--- src/rtl/pipe_pkg.sv ---
// Shared pipeline definitions: forwarding selects, M-stage FSM states and the M control bundle.
package pipe_pkg;

    localparam logic [1:0] FWD_RF = 2'b00;
    localparam logic [1:0] FWD_E  = 2'b01;
    localparam logic [1:0] FWD_M  = 2'b10;

    localparam logic [4:0] REG_ZERO = 5'd0;

    localparam int unsigned CNT_W = 8;
    localparam logic [CNT_W-1:0] CNT_SAT = 8'hFF;

    typedef enum logic {
        S_RUN     = 1'b0,
        S_MEMWAIT = 1'b1
    } state_t;

    typedef struct packed {
        logic       valid;
        logic       wreg;
        logic       m2reg;
        logic       wmem;
        logic [4:0] dest;
    } mctl_t;

endpackage

--- src/rtl/hazard_cmp.sv ---
// Compares one ID source register against the in-flight E and M destinations.
module hazard_cmp
    import pipe_pkg::*;
(
    input  logic [4:0] src,
    input  logic       use_src,
    input  logic       evalid,
    input  logic       ewreg,
    input  logic       em2reg,
    input  logic [4:0] edest,
    input  logic       mvalid,
    input  logic       mwreg,
    input  logic [4:0] mdest,
    output logic       e_hit,
    output logic       m_hit,
    output logic       e_is_load
);

    // Writes to r0 are architecturally discarded, so they never match.
    assign e_hit     = use_src & evalid & ewreg & (edest != REG_ZERO) & (src == edest);
    assign m_hit     = use_src & mvalid & mwreg & (mdest != REG_ZERO) & (src == mdest);
    assign e_is_load = e_hit & em2reg;

endmodule

--- src/rtl/exemem_hazard_stage.sv ---
// EXE/MEM pipeline register with memory-wait FSM, RAW hazard detection and forwarding.
// Optional forwarding is enabled by defining EXEMEM_FWD_EN.
module exemem_hazard_stage
    import pipe_pkg::*;
#(
    parameter int unsigned WAIT_MAX = 8,
    parameter int unsigned DW       = 32
) (
    input  logic          clk,
    input  logic          rst,
    input  logic          evalid,
    input  logic          ewreg,
    input  logic          em2reg,
    input  logic          ewmem,
    input  logic [4:0]    edestReg,
    input  logic [DW-1:0] ealu,
    input  logic [DW-1:0] eqb,
    input  logic [4:0]    drs,
    input  logic [4:0]    drt,
    input  logic          duse_rs,
    input  logic          duse_rt,
    input  logic          mem_rdy,
    output logic          mvalid,
    output logic          mwreg,
    output logic          mm2reg,
    output logic          mwmem,
    output logic [4:0]    mdestReg,
    output logic [DW-1:0] malu,
    output logic [DW-1:0] mqb,
    output logic          stall_id,
    output logic          e_hold,
    output logic [1:0]    fwda,
    output logic [1:0]    fwdb,
    output logic          mem_timeout
);

    state_t           state, state_nx;
    logic [CNT_W-1:0] cnt, cnt_nx;
    mctl_t            m_q;
    logic [DW-1:0]    malu_q, mqb_q;
    logic             timeout_q;
    logic             m_mem, capture;

    logic rs_e_hit, rs_m_hit, rs_e_load;
    logic rt_e_hit, rt_m_hit, rt_e_load;
    logic load_use, nofwd_raw, m_load_stall;

    assign m_mem = m_q.valid & (m_q.m2reg | m_q.wmem);

    // Next-state, wait counter and E-hold decode.
    always_comb begin
        state_nx = state;
        cnt_nx   = cnt;
        e_hold   = 1'b0;
        case (state)
            S_RUN: begin
                if (m_mem & ~mem_rdy) begin
                    state_nx = S_MEMWAIT;
                    cnt_nx   = CNT_W'(1);
                    e_hold   = 1'b1;
                end else begin
                    cnt_nx = '0;
                end
            end
            S_MEMWAIT: begin
                e_hold = 1'b1;
                if (mem_rdy) begin
                    state_nx = S_RUN;
                    cnt_nx   = '0;
                end else if (cnt != CNT_SAT) begin
                    cnt_nx = cnt + CNT_W'(1);
                end
            end
            default: begin
                state_nx = S_RUN;
                cnt_nx   = '0;
            end
        endcase
    end

    // The E bundle advances on every edge that leaves the FSM in RUN.
    assign capture = (state_nx == S_RUN);

    always_ff @(posedge clk) begin
        if (rst) begin
            state     <= S_RUN;
            cnt       <= '0;
            timeout_q <= 1'b0;
            m_q       <= '0;
            malu_q    <= '0;
            mqb_q     <= '0;
        end else begin
            state <= state_nx;
            cnt   <= cnt_nx;
            if (cnt_nx == CNT_W'(WAIT_MAX)) begin
                timeout_q <= 1'b1;
            end
            if (capture) begin
                m_q.valid <= evalid;
                m_q.wreg  <= ewreg;
                m_q.m2reg <= em2reg;
                m_q.wmem  <= ewmem;
                m_q.dest  <= edestReg;
                malu_q    <= ealu;
                mqb_q     <= eqb;
            end
        end
    end

    assign mvalid      = m_q.valid;
    assign mwreg       = m_q.wreg;
    assign mm2reg      = m_q.m2reg;
    assign mwmem       = m_q.wmem;
    assign mdestReg    = m_q.dest;
    assign malu        = malu_q;
    assign mqb         = mqb_q;
    assign mem_timeout = timeout_q;

    hazard_cmp u_cmp_rs (
        .src       (drs),
        .use_src   (duse_rs),
        .evalid    (evalid),
        .ewreg     (ewreg),
        .em2reg    (em2reg),
        .edest     (edestReg),
        .mvalid    (m_q.valid),
        .mwreg     (m_q.wreg),
        .mdest     (m_q.dest),
        .e_hit     (rs_e_hit),
        .m_hit     (rs_m_hit),
        .e_is_load (rs_e_load)
    );

    hazard_cmp u_cmp_rt (
        .src       (drt),
        .use_src   (duse_rt),
        .evalid    (evalid),
        .ewreg     (ewreg),
        .em2reg    (em2reg),
        .edest     (edestReg),
        .mvalid    (m_q.valid),
        .mwreg     (m_q.wreg),
        .mdest     (m_q.dest),
        .e_hit     (rt_e_hit),
        .m_hit     (rt_m_hit),
        .e_is_load (rt_e_load)
    );

    assign load_use = rs_e_load | rt_e_load;

`ifdef EXEMEM_FWD_EN
    // E is the youngest producer and wins; load results cannot be forwarded.
    always_comb begin
        fwda = FWD_RF;
        fwdb = FWD_RF;
        if (rs_e_hit) begin
            fwda = m_q.m2reg ? FWD_RF : FWD_RF;
            fwda = em2reg ? FWD_RF : FWD_E;
        end else if (rs_m_hit & ~m_q.m2reg) begin
            fwda = FWD_M;
        end
        if (rt_e_hit) begin
            fwdb = em2reg ? FWD_RF : FWD_E;
        end else if (rt_m_hit & ~m_q.m2reg) begin
            fwdb = FWD_M;
        end
    end
    assign m_load_stall = (rs_m_hit | rt_m_hit) & m_q.m2reg;
    assign nofwd_raw    = 1'b0;
`else
    assign fwda         = FWD_RF;
    assign fwdb         = FWD_RF;
    assign m_load_stall = 1'b0;
    assign nofwd_raw    = rs_e_hit | rs_m_hit | rt_e_hit | rt_m_hit;
`endif

    assign stall_id = load_use | e_hold | nofwd_raw | m_load_stall;

endmodule

--- config.mk ---
export PLATFORM = sky130hd
export DESIGN_NAME = exemem_hazard_stage
export DESIGN_NICKNAME = d
export VERILOG_FILES = /design/src/rtl/pipe_pkg.sv /design/src/rtl/hazard_cmp.sv /design/src/rtl/exemem_hazard_stage.sv
export SDC_FILE = /design/constraint.sdc
export NUM_CORES = 1
export LEC_CHECK = 0
export ABC_AREA = 1
export BUFFER_PORTS_ARGS = -buffer_cell sky130_fd_sc_hd__buf_4
export CORE_MARGIN = 5
export CORE_UTILIZATION = 42
export DETAILED_ROUTE_END_ITERATION = 12
export PLACE_DENSITY = 0.84
export SLEW_MARGIN = 10
export SYNTH_ARGS = -nofsm -noshare
export SYNTH_HDL_FRONTEND = slang
export SYNTH_SLANG_ARGS = --single-unit
--- constraint.sdc ---
create_clock -name clk -period 1.2 [get_ports clk]
set_input_delay 0.12 -clock clk [delete_from_list [all_inputs] [get_ports clk]]
set_output_delay 0.12 -clock clk [all_outputs]
set_load 0.03 [all_outputs]
==> flow_metrics.tcl <==
set metrics [dict create \
    chipWidth_um 101 \
    area_growth_pct 92.9 \
    fin_hold_ws_ps -11.0 \
    hpwl_mm 8.02 \
    antenna_found_initial 0 \
    async_flop_share_pct 0 \
    ys_seq_area_share_pct 47.4 \
    wirelength_mm 16.4 \
    grt_setup_unrepaired "yes" \
    clock_skew_ps 11.4 \
    ys_types 37 \
    p_sw_w 0.00238 \
    yosysTopAreaCell "dfxtp_1" \
    via_per_inst 5.52 \
    synth_common_cells "nor2_1, dfxtp_1, o21ai_0, nand2_1, inv_1" \
    end_kind "output pin" \
    start_util_pct 42.9 \
    yosys-top-cells-area "dfxtp_1, nor2_1, o21ai_0" \
    synthesis.area_um2 3510 \
    p_sw_share_pct 31.9 \
    violations "hold timing, setup timing" \
    clockBufferDepth 2 \
    die_area_um2 10300 \
    cp-start-kind "register" \
    fin_ws_ps -616 \
    ys_ff_latch 83 \
    grtUsageTotal_pct 25.8 \
    crit_type "register to output pin" \
    setup_viol 86 \
    grt-ovfl-total 0 \
    fin_crit_sh_pct 151 \
    io_pins 168 \
    cts_buffers 9 \
    avgSynthCellArea_um2 7.43 \
    finalNetCount 783 \
    grt_max_degree 40 \
    ant_nets 0 \
    rows 33 \
    fmax_mhz 551 \
    required_ps 1080 \
    path_clk_slew_ps 100 \
    grt_pass1_wl_mm 20.9 \
    cp.arrival_ps 1700 \
    synth_edf_count 0 \
    cp_max_fo 4 \
    vdd_drop_max_v 0.000913 \
    dr_total_vias 4441 \
    pre_cts_slack_ps -211 \
    slew_viol_final 0 \
    core_area_um2 8180 \
    p_comb_share_pct 27.0 \
    cts_tree "done" \
    grt_pass1_vias 4284 \
    drt-pass1-iter-count 5 \
    drv_cap 0 \
    drc_errors 0 \
    min_path_type "input port to register" \
    intPower_w 0.00507 \
    power_leakage_nw 3.13 \
    clock-sinks 83 \
    yosysWarningCount 0 \
    synth_flop_cell "dfxtp_1" \
    clkPwrFrac_pct 31.5 \
    clock_latency_ps 360 \
    clock-root-buffer "clkbuf_8" \
    finalHoldViolCount 3 \
    status "finished with violations" \
    dr.first_iter.drc_count 342 \
    htreeDepth 3 \
    wl_per_cell_um 20.5 \
    drive_gt1_share_pct 60.8 \
    num_antenna_cells 0 \
    synth.most_common_cell "nor2_1" \
    netlist_instances 472 \
    synth.top_cell.area_share_pct 47.4 \
    pwr-share-seq_pct 41.5 \
    port_buffers 163 \
    power.density_nw_per_um2 1100 \
    globalplace.congestion 0.936 \
    dieHeight_um 101 \
    period_needed_ps 1820 \
    total_power_w 0.00744 \
]
## final timing paths
kind                             from               endpoint  slack [ps]  cells past startpoint
max          mdestReg[4]$_SDFFE_PP0N_               stall_id        -620                      6
max reg2reg        mwmem$_SDFFE_PP0N_    mqb[8]$_SDFFE_PP0N_        -410                      9
min reg2reg      mqb[14]$_SDFFE_PP0N_   mqb[14]$_SDFFE_PP0N_         480                      2
min                          ealu[31]  malu[31]$_SDFFE_PP0N_         -10                      3
## routing by layer
layer	routed length [um]	vias up	global-route usage [%]	share of wire (%)
met3	1520	88	7.44	9.3
li1	-	1962	-	-
met5	0	-	0	0
met4	792	0	11.2	4.8
met1	5960	2092	30.4	36
met2	8180	299	43.8	50
## area by class of cell
type                       count  area, um2
clock buffer                  10        138
clock inverter                 6       87.6
fill                         426       1410
inverter                      29        121
multi-input combinational    337       2330
sequential                    83       1700
tap                          105        131
timing repair buffer         233       2240
timing repair inverter         1       16.3
## placed cells by master, fill, tap and decap left out, drive strengths merged
master	Yosys	layout
buf	12	221
o21ai	77	77
dlygate4sd3	0	6
or2	3	3
nor2	162	162
dfxtp	83	83
a211oi	1	1
o221ai	1	1
o22ai	1	1
a21oi	7	7
bufinv	0	2
clkinv	1	4
xor2	5	5
nor3	2	2
ha	1	1
o311ai	1	1
nand3b	1	1
nor3b	1	1
xnor2	5	5
nand2	35	36
clkinvlp	0	1
inv	28	29
nand4	6	6
nor4	1	1
conb	1	4
o2111ai	1	1
a221oi	1	1
nand3	18	18
clkbuf	15	16
o21bai	2	2
## metrics by stage
step                      cells  cell area (um2)  utilization, %  TNS (ps)
after global placement      748             5080            62.1     -8240
after global routing        804             6760            82.7    -31620
after CTS                   786             5900            72.2    -25270
after floorplan             475             3580               -     -7820
final                       804             6760            82.7    -28230
after detailed placement    748             5080            62.1    -12130
## registers in the layout, indices dropped and copies added, names as in the netlist
signal / flops
cnt: 8
mem_timeout: 1
malu: 32
mwmem: 1
mvalid: 1
mqb: 32
mdestReg: 5
mwreg: 1
state: 1
mm2reg: 1
## critical path, stage by stage (launching register included)
cell and delay, ps:
dfxtp_2 360, xnor2_1 290, nand4_1 190, nor3b_2 230
nor3_2 60, nand2_2 70, buf_6 130
## cell families after synthesis
logic type                 count (synthesis)  synth area share, %
DFF                                       83                 47.4
buffers and inverters                     56                 8.07
AOI/OAI and AO/OA                         92                 13.9
adders and majority gates                  1                0.357
xor gates and xnor gates                  10                 2.50
and+or+nand+nor                          229                 27.7
other                                      1                0.107
## power by group through the flow
stage | Sequential [W] | Clock, W | Combinational (W)
floorplan | 0.00347 | 0 | 0.000416
global placement | 0.00311 | 0 | 0.00143
detailed placement | 0.00312 | 0 | 0.00145
CTS | 0.00305 | 0.00231 | 0.00169
global route | 0.00311 | 0.00251 | 0.00210
finish | 0.00309 | 0.00235 | 0.00201
## timing repair
item,in CTS,in global routing
endpoints found under the hold margin,2,4
gates cloned,13,7
resized for setup,83,213
setup buffers,7,16
pin swaps,17,65
hold buffers,2,4
endpoints found under the setup margin,83,85
Note: power is estimated with default switching activity, not from simulation.
